$ cat src/rtl/image_write_sched.sv
// Job scheduler for image_write: queues descriptors, programs IMG_W/START/STEP, then pulses next.
// Optional flush port and queue flush under IW_SCHED_FLUSH_EN.
module image_write_sched #(
    parameter int CFG_DWIDTH   = 32,
    parameter int CFG_AWIDTH   = 5,
    parameter int CFG_IW_IMG_W = 1,
    parameter int CFG_IW_START = 2,
    parameter int CFG_IW_STEP  = 3,
    parameter int JOB_DEPTH    = 4,
    parameter int JOB_AWIDTH   = 2
) (
    input  logic                  clk,
    input  logic                  rst,
    input  logic [79:0]           job_bus,
    input  logic                  job_val,
    output logic                  job_rdy,
    output logic [CFG_DWIDTH-1:0] cfg_data,
    output logic [CFG_AWIDTH-1:0] cfg_addr,
    output logic                  cfg_valid,
    output logic                  next,
    input  logic                  next_rdy,
`ifdef IW_SCHED_FLUSH_EN
    input  logic                  flush,
`endif
    output logic                  busy,
    output logic [JOB_AWIDTH:0]   job_cnt
);

    typedef enum logic [2:0] {
        S_IDLE,
        S_CFG_W,
        S_CFG_S,
        S_CFG_P,
        S_NEXT,
        S_GAP
    } state_t;

    localparam logic [JOB_AWIDTH:0]   CNT_ONE  = 1;
    localparam logic [JOB_AWIDTH:0]   CNT_FULL = (JOB_AWIDTH+1)'(JOB_DEPTH);
    localparam logic [JOB_AWIDTH-1:0] PTR_ONE  = 1;

    state_t                state;
    logic [79:0]           mem [JOB_DEPTH];
    logic [79:0]           hold;
    logic [79:0]           head;
    logic [JOB_AWIDTH-1:0] wr_ptr;
    logic [JOB_AWIDTH-1:0] rd_ptr;
    logic [JOB_AWIDTH:0]   cnt_nxt;
    logic                  flush_i;
    logic                  pop_ok;
    logic                  push;
    logic                  pop;
    logic                  start;

`ifdef IW_SCHED_FLUSH_EN
    assign flush_i = flush;
`else
    assign flush_i = 1'b0;
    assign pop_ok  = 1'b1;
`endif

    assign head  = mem[rd_ptr];
    assign push  = job_val & job_rdy & ~flush_i;
    assign pop   = (state == S_NEXT) & pop_ok;
    assign start = (job_cnt != '0) & next_rdy & ~flush_i;

    always_comb begin
        cnt_nxt = job_cnt;
        if (flush_i)
            cnt_nxt = '0;
        else if (push && !pop)
            cnt_nxt = job_cnt + CNT_ONE;
        else if (pop && !push)
            cnt_nxt = job_cnt - CNT_ONE;
    end

    always_ff @(posedge clk) begin
        if (push)
            mem[wr_ptr] <= job_bus;
    end

    // Flush empties by snapping the read pointer onto the write pointer.
    always_ff @(posedge clk or posedge rst) begin
        if (rst) begin
            wr_ptr  <= '0;
            rd_ptr  <= '0;
            job_cnt <= '0;
            job_rdy <= 1'b0;
        end else begin
            if (push)
                wr_ptr <= wr_ptr + PTR_ONE;
            if (flush_i)
                rd_ptr <= wr_ptr;
            else if (pop)
                rd_ptr <= rd_ptr + PTR_ONE;
            job_cnt <= cnt_nxt;
            job_rdy <= (cnt_nxt < CNT_FULL);
        end
    end

    // GAP resamples next_rdy itself, so back-to-back jobs run every 5 cycles.
    always_ff @(posedge clk or posedge rst) begin
        if (rst) begin
            state     <= S_IDLE;
            hold      <= '0;
            cfg_valid <= 1'b0;
            cfg_addr  <= '0;
            cfg_data  <= '0;
            next      <= 1'b0;
            busy      <= 1'b0;
`ifdef IW_SCHED_FLUSH_EN
            pop_ok    <= 1'b0;
`endif
        end else begin
            cfg_valid <= 1'b0;
            cfg_addr  <= '0;
            cfg_data  <= '0;
            next      <= 1'b0;
            busy      <= 1'b1;
            unique case (state)
                S_IDLE, S_GAP: begin
                    if (start) begin
                        state     <= S_CFG_W;
                        hold      <= head;
                        cfg_valid <= 1'b1;
                        cfg_addr  <= CFG_AWIDTH'(CFG_IW_IMG_W);
                        cfg_data  <= {16'd0, head[15:0]};
`ifdef IW_SCHED_FLUSH_EN
                        pop_ok    <= 1'b1;
`endif
                    end else begin
                        state <= S_IDLE;
                        busy  <= (cnt_nxt != '0);
                    end
                end
                S_CFG_W: begin
                    state     <= S_CFG_S;
                    cfg_valid <= 1'b1;
                    cfg_addr  <= CFG_AWIDTH'(CFG_IW_START);
                    cfg_data  <= {hold[47:32], hold[31:16]};
                end
                S_CFG_S: begin
                    state     <= S_CFG_P;
                    cfg_valid <= 1'b1;
                    cfg_addr  <= CFG_AWIDTH'(CFG_IW_STEP);
                    cfg_data  <= {hold[79:64], hold[63:48]};
                end
                S_CFG_P: begin
                    state <= S_NEXT;
                    next  <= 1'b1;
                end
                S_NEXT: begin
                    state <= S_GAP;
                end
                default: begin
                    state <= S_IDLE;
                    busy  <= (cnt_nxt != '0);
                end
            endcase
`ifdef IW_SCHED_FLUSH_EN
            if (flush_i)
                pop_ok <= 1'b0;
`endif
        end
    end

endmodule
$ cat config.mk
export PLATFORM = sky130hd
export DESIGN_NAME = image_write_sched
export DESIGN_NICKNAME = d
export VERILOG_FILES = /design/src/rtl/image_write_sched.sv
export SDC_FILE = /design/constraint.sdc
export NUM_CORES = 1
export LEC_CHECK = 0
export ABC_AREA = 1
export ABC_CLOCK_PERIOD_IN_PS = 4400
export CAP_MARGIN = 20
export CORE_MARGIN = 3
export CORE_UTILIZATION = 52
export DETAILED_ROUTE_END_ITERATION = 7
export PLACE_DENSITY = 0.79
export SLEW_MARGIN = 20
export SYNTH_ARGS = -nofsm -noshare
export SYNTH_HDL_FRONTEND = slang
export SYNTH_SLANG_ARGS = --single-unit
export TNS_END_PERCENT = 30
$ cat constraint.sdc
create_clock -name clk -period 4.4 [get_ports clk]
set_input_delay 0.88 -clock clk [delete_from_list [all_inputs] [get_ports clk]]
set_output_delay 0.88 -clock clk [all_outputs]
set_load 0.005 [all_outputs]
==> out/metrics.csv <==
metric;value;unit
outcome;completed;
Total Neg Setup Slack;0;ps
reg2reg end;hold[70]$_DFFE_PP0P_;
Routed WL;35900;um
pin count of the biggest net entering global routing;145;
global-route wire length before repair;55400;um
worst slew pin tran;801;ps
Worst-path clk slew;60;ps
post-synthesis sequential area ratio;75.2;%
Setup CP Type;reg -> reg;
1st-iter DRT viols;952;
Initial Util;53.4;%
Min-Delay Path Depth;2;
Arrival @ worst endpoint;2910;ps
leakage power total;0.00716;uW
CTS root buffer;clkbuf_16;
Req. time, crit path;4860;ps
DR vias;10300;
Seq cells post-synth;432;
number of I/O pins;128;
reg2reg path depth;6;
nets;1525;
area delta synth->final;18.1;%
RePlAce Congestion;0.767;
Clock Skews;20.4;ps
Pre-Repair DR Iteration Count;5;
Detailed Place HPWL;21000;um
commonest non-fill, non-tap cell in the layout;edfxtp_1;
initial antenna violation count;1;
Cell Chain, Critical Path;inv_4, buf_4, nor2_1, o21ai_0, nand2_1, o21ai_1;
Mapped Area;16500;um2
Post-Synthesis Cells;1320;
RSZ-0062 raised after global routing;false;
DRC;0;
htree depth;2;
min-delay worst type;reg -> reg;
Core Footprint;30900;um2
via count of the first global-routing pass;10056;
reg2reg start;rd_ptr[0]$_DFFE_PP0N_;
die area;33900;um2
number of endpoints failing setup at the final stage;0;
Total Routing Usage GR;21.1;%
CTS resizes;0;
Worst Hold End;hold[46]$_DFFE_PP0P_;
hold_sp;hold[46]$_DFFE_PP0P_;
slowest CP cell;dfrtp_4;
Slew Viols, Final;0;
Vias/cell;5.52;
clock latency on the worst-skew pair;540;ps
peak supply drop;0.466;mV
Slew headroom;46.6;%
layout cells sized above 1;6.54;%
WL/cell;19.2;um
synth unique cells;24;
crit-path leading delay family;buffers and inverters;
Synth Area per Inst;12.5;um2
crit path buf inv count;2;
MaxCap Viol Count;0;
crit end category;flip-flop;
reg2reg setup slack;1960;ps
crit-path max cell delay;630;ps
Die Height;184;um
minimum clock period after layout;2440;ps
antenna-violating nets left;0;
CTS tree;built;
IO Port Bufs;124;
cts hold-fix bufs;0;
Clock Sinks;432;
PwrDens;663;nW/um2
most frequent cells in the layout;edfxtp_1 (320), nor2_1 (251), o21ai_0 (201);
Startpoint Class;flip-flop;
Rows;64;
CP max FO;73;
Final Hold Vio Count;0;
crit share post-route;55.6;%
total gr overflow;0;
DP Area;18100;um2
Setup Fix Bufs, Post-CTS;0;
Final Cell Area;19500;um2
die width;184;um
CTS Buf Count;43;
fmax;0.409;GHz
YS warnings;0;
Max Buffers Root-to-Sink;3;
[layer usage]
layer	vias to the layer above	wire length, um	track usage (%)
met1	5033	14800	28.0
met2	390	17800	36.2
met4	0	955	7.02
met5	-	0	0
li1	4809	-	-
met3	68	2340	3.24
[area by class of cell]
cell class              count  area, um2
flip-flops and latches    432      12400
fillers                  2201      11400
multi-input cells         728       3390
repair buffers            144       1450
clock buffers              59       1180
well taps                 396        495
inverters                  85        324
clock inverters            21        213
diodes                      1       2.50
[kinds of logic (layout without fill, tap and decap cells)]
family / Yosys count / after routing / share of synthesized area, %
other: 1 / 4 / 0.0227
DFF: 432 / 432 / 75.2
and+or+nand+nor: 372 / 372 / 8.69
adders and majority gates: 7 / 7 / 0.531
xor gates and xnor gates: 2 / 2 / 0.106
AOI/OAI and AO/OA: 344 / 344 / 10.9
buffers and inverters: 162 / 309 / 4.46
[worst max path at each step]
stage,from,to,depth (start not counted)
floorplan,job_val,mem[0][0]$_DFFE_PP_,2
global placement,job_val,mem[1][56]$_DFFE_PP_,4
detailed placement,job_val,mem[1][57]$_DFFE_PP_,4
CTS,rd_ptr[0]$_DFFE_PP0N_,hold[70]$_DFFE_PP0P_,6
global route,rd_ptr[0]$_DFFE_PP0N_,hold[70]$_DFFE_PP0P_,6
finish,rd_ptr[0]$_DFFE_PP0N_,hold[70]$_DFFE_PP0P_,6
[worst reg2reg max path, cell delays in order (launching register included)]
cell and delay, ps:
dfrtp_4 630, inv_4 570, buf_4 480, nor2_1 70
o21ai_0 370, nand2_1 130, o21ai_1 110
[cells in the mapped netlist]
cell type / instances / area, um2
a21o_1: 10 / 75.1
buf_1: 5 / 18.8
buf_2: 24 / 120
buf_4: 12 / 90.1
buf_6: 7 / 78.8
clkbuf_1: 29 / 109
conb_1: 1 / 3.75
dfrtp_1: 112 / 2800
edfxtp_1: 320 / 9610
ha_1: 7 / 87.6
inv_1: 82 / 308
inv_2: 3 / 11.3
nand2_1: 99 / 372
nand3_1: 11 / 55.1
nor2_1: 255 / 957
nor2_4: 1 / 11.3
o21ai_0: 201 / 1010
o21ai_1: 100 / 500
o21ai_2: 1 / 8.76
o221ai_1: 6 / 52.6
o22ai_1: 26 / 163
or2_0: 4 / 25.0
or2_2: 2 / 12.5
xor2_1: 2 / 17.5
[flip-flops by register name (all words and copies together) (netlist names)]
register and count:
cfg_addr 2, busy 1, state 3, rd_ptr 2
next 1, job_rdy 1, mem 320, cfg_data 32
cfg_valid 1, job_cnt 3, hold 64, wr_ptr 2
[stage by stage]
stage / setup WS [ps] / hold WS (ps) / util (%) / instances / power, uW
after floorplan: -494 / 486 / - / 1322 / 8070
after CTS: 1920 / 521 / 63.0 / 1865 / 13000
final: 1960 / 520 / 63.0 / 1866 / 12900
after global placement: 1480 / 497 / 58.5 / 1785 / 9190
after detailed placement: 1490 / 505 / 58.5 / 1785 / 9360
after global routing: 1790 / 527 / 63.0 / 1866 / 13700
[report_power, final]
part | switching (uW) | internal (uW)
sequential | 365 | 5190
clock | 1460 | 2110
combinational | 2440 | 1340
total | 4270 | 8640
Power figures use the tool's default switching activity.
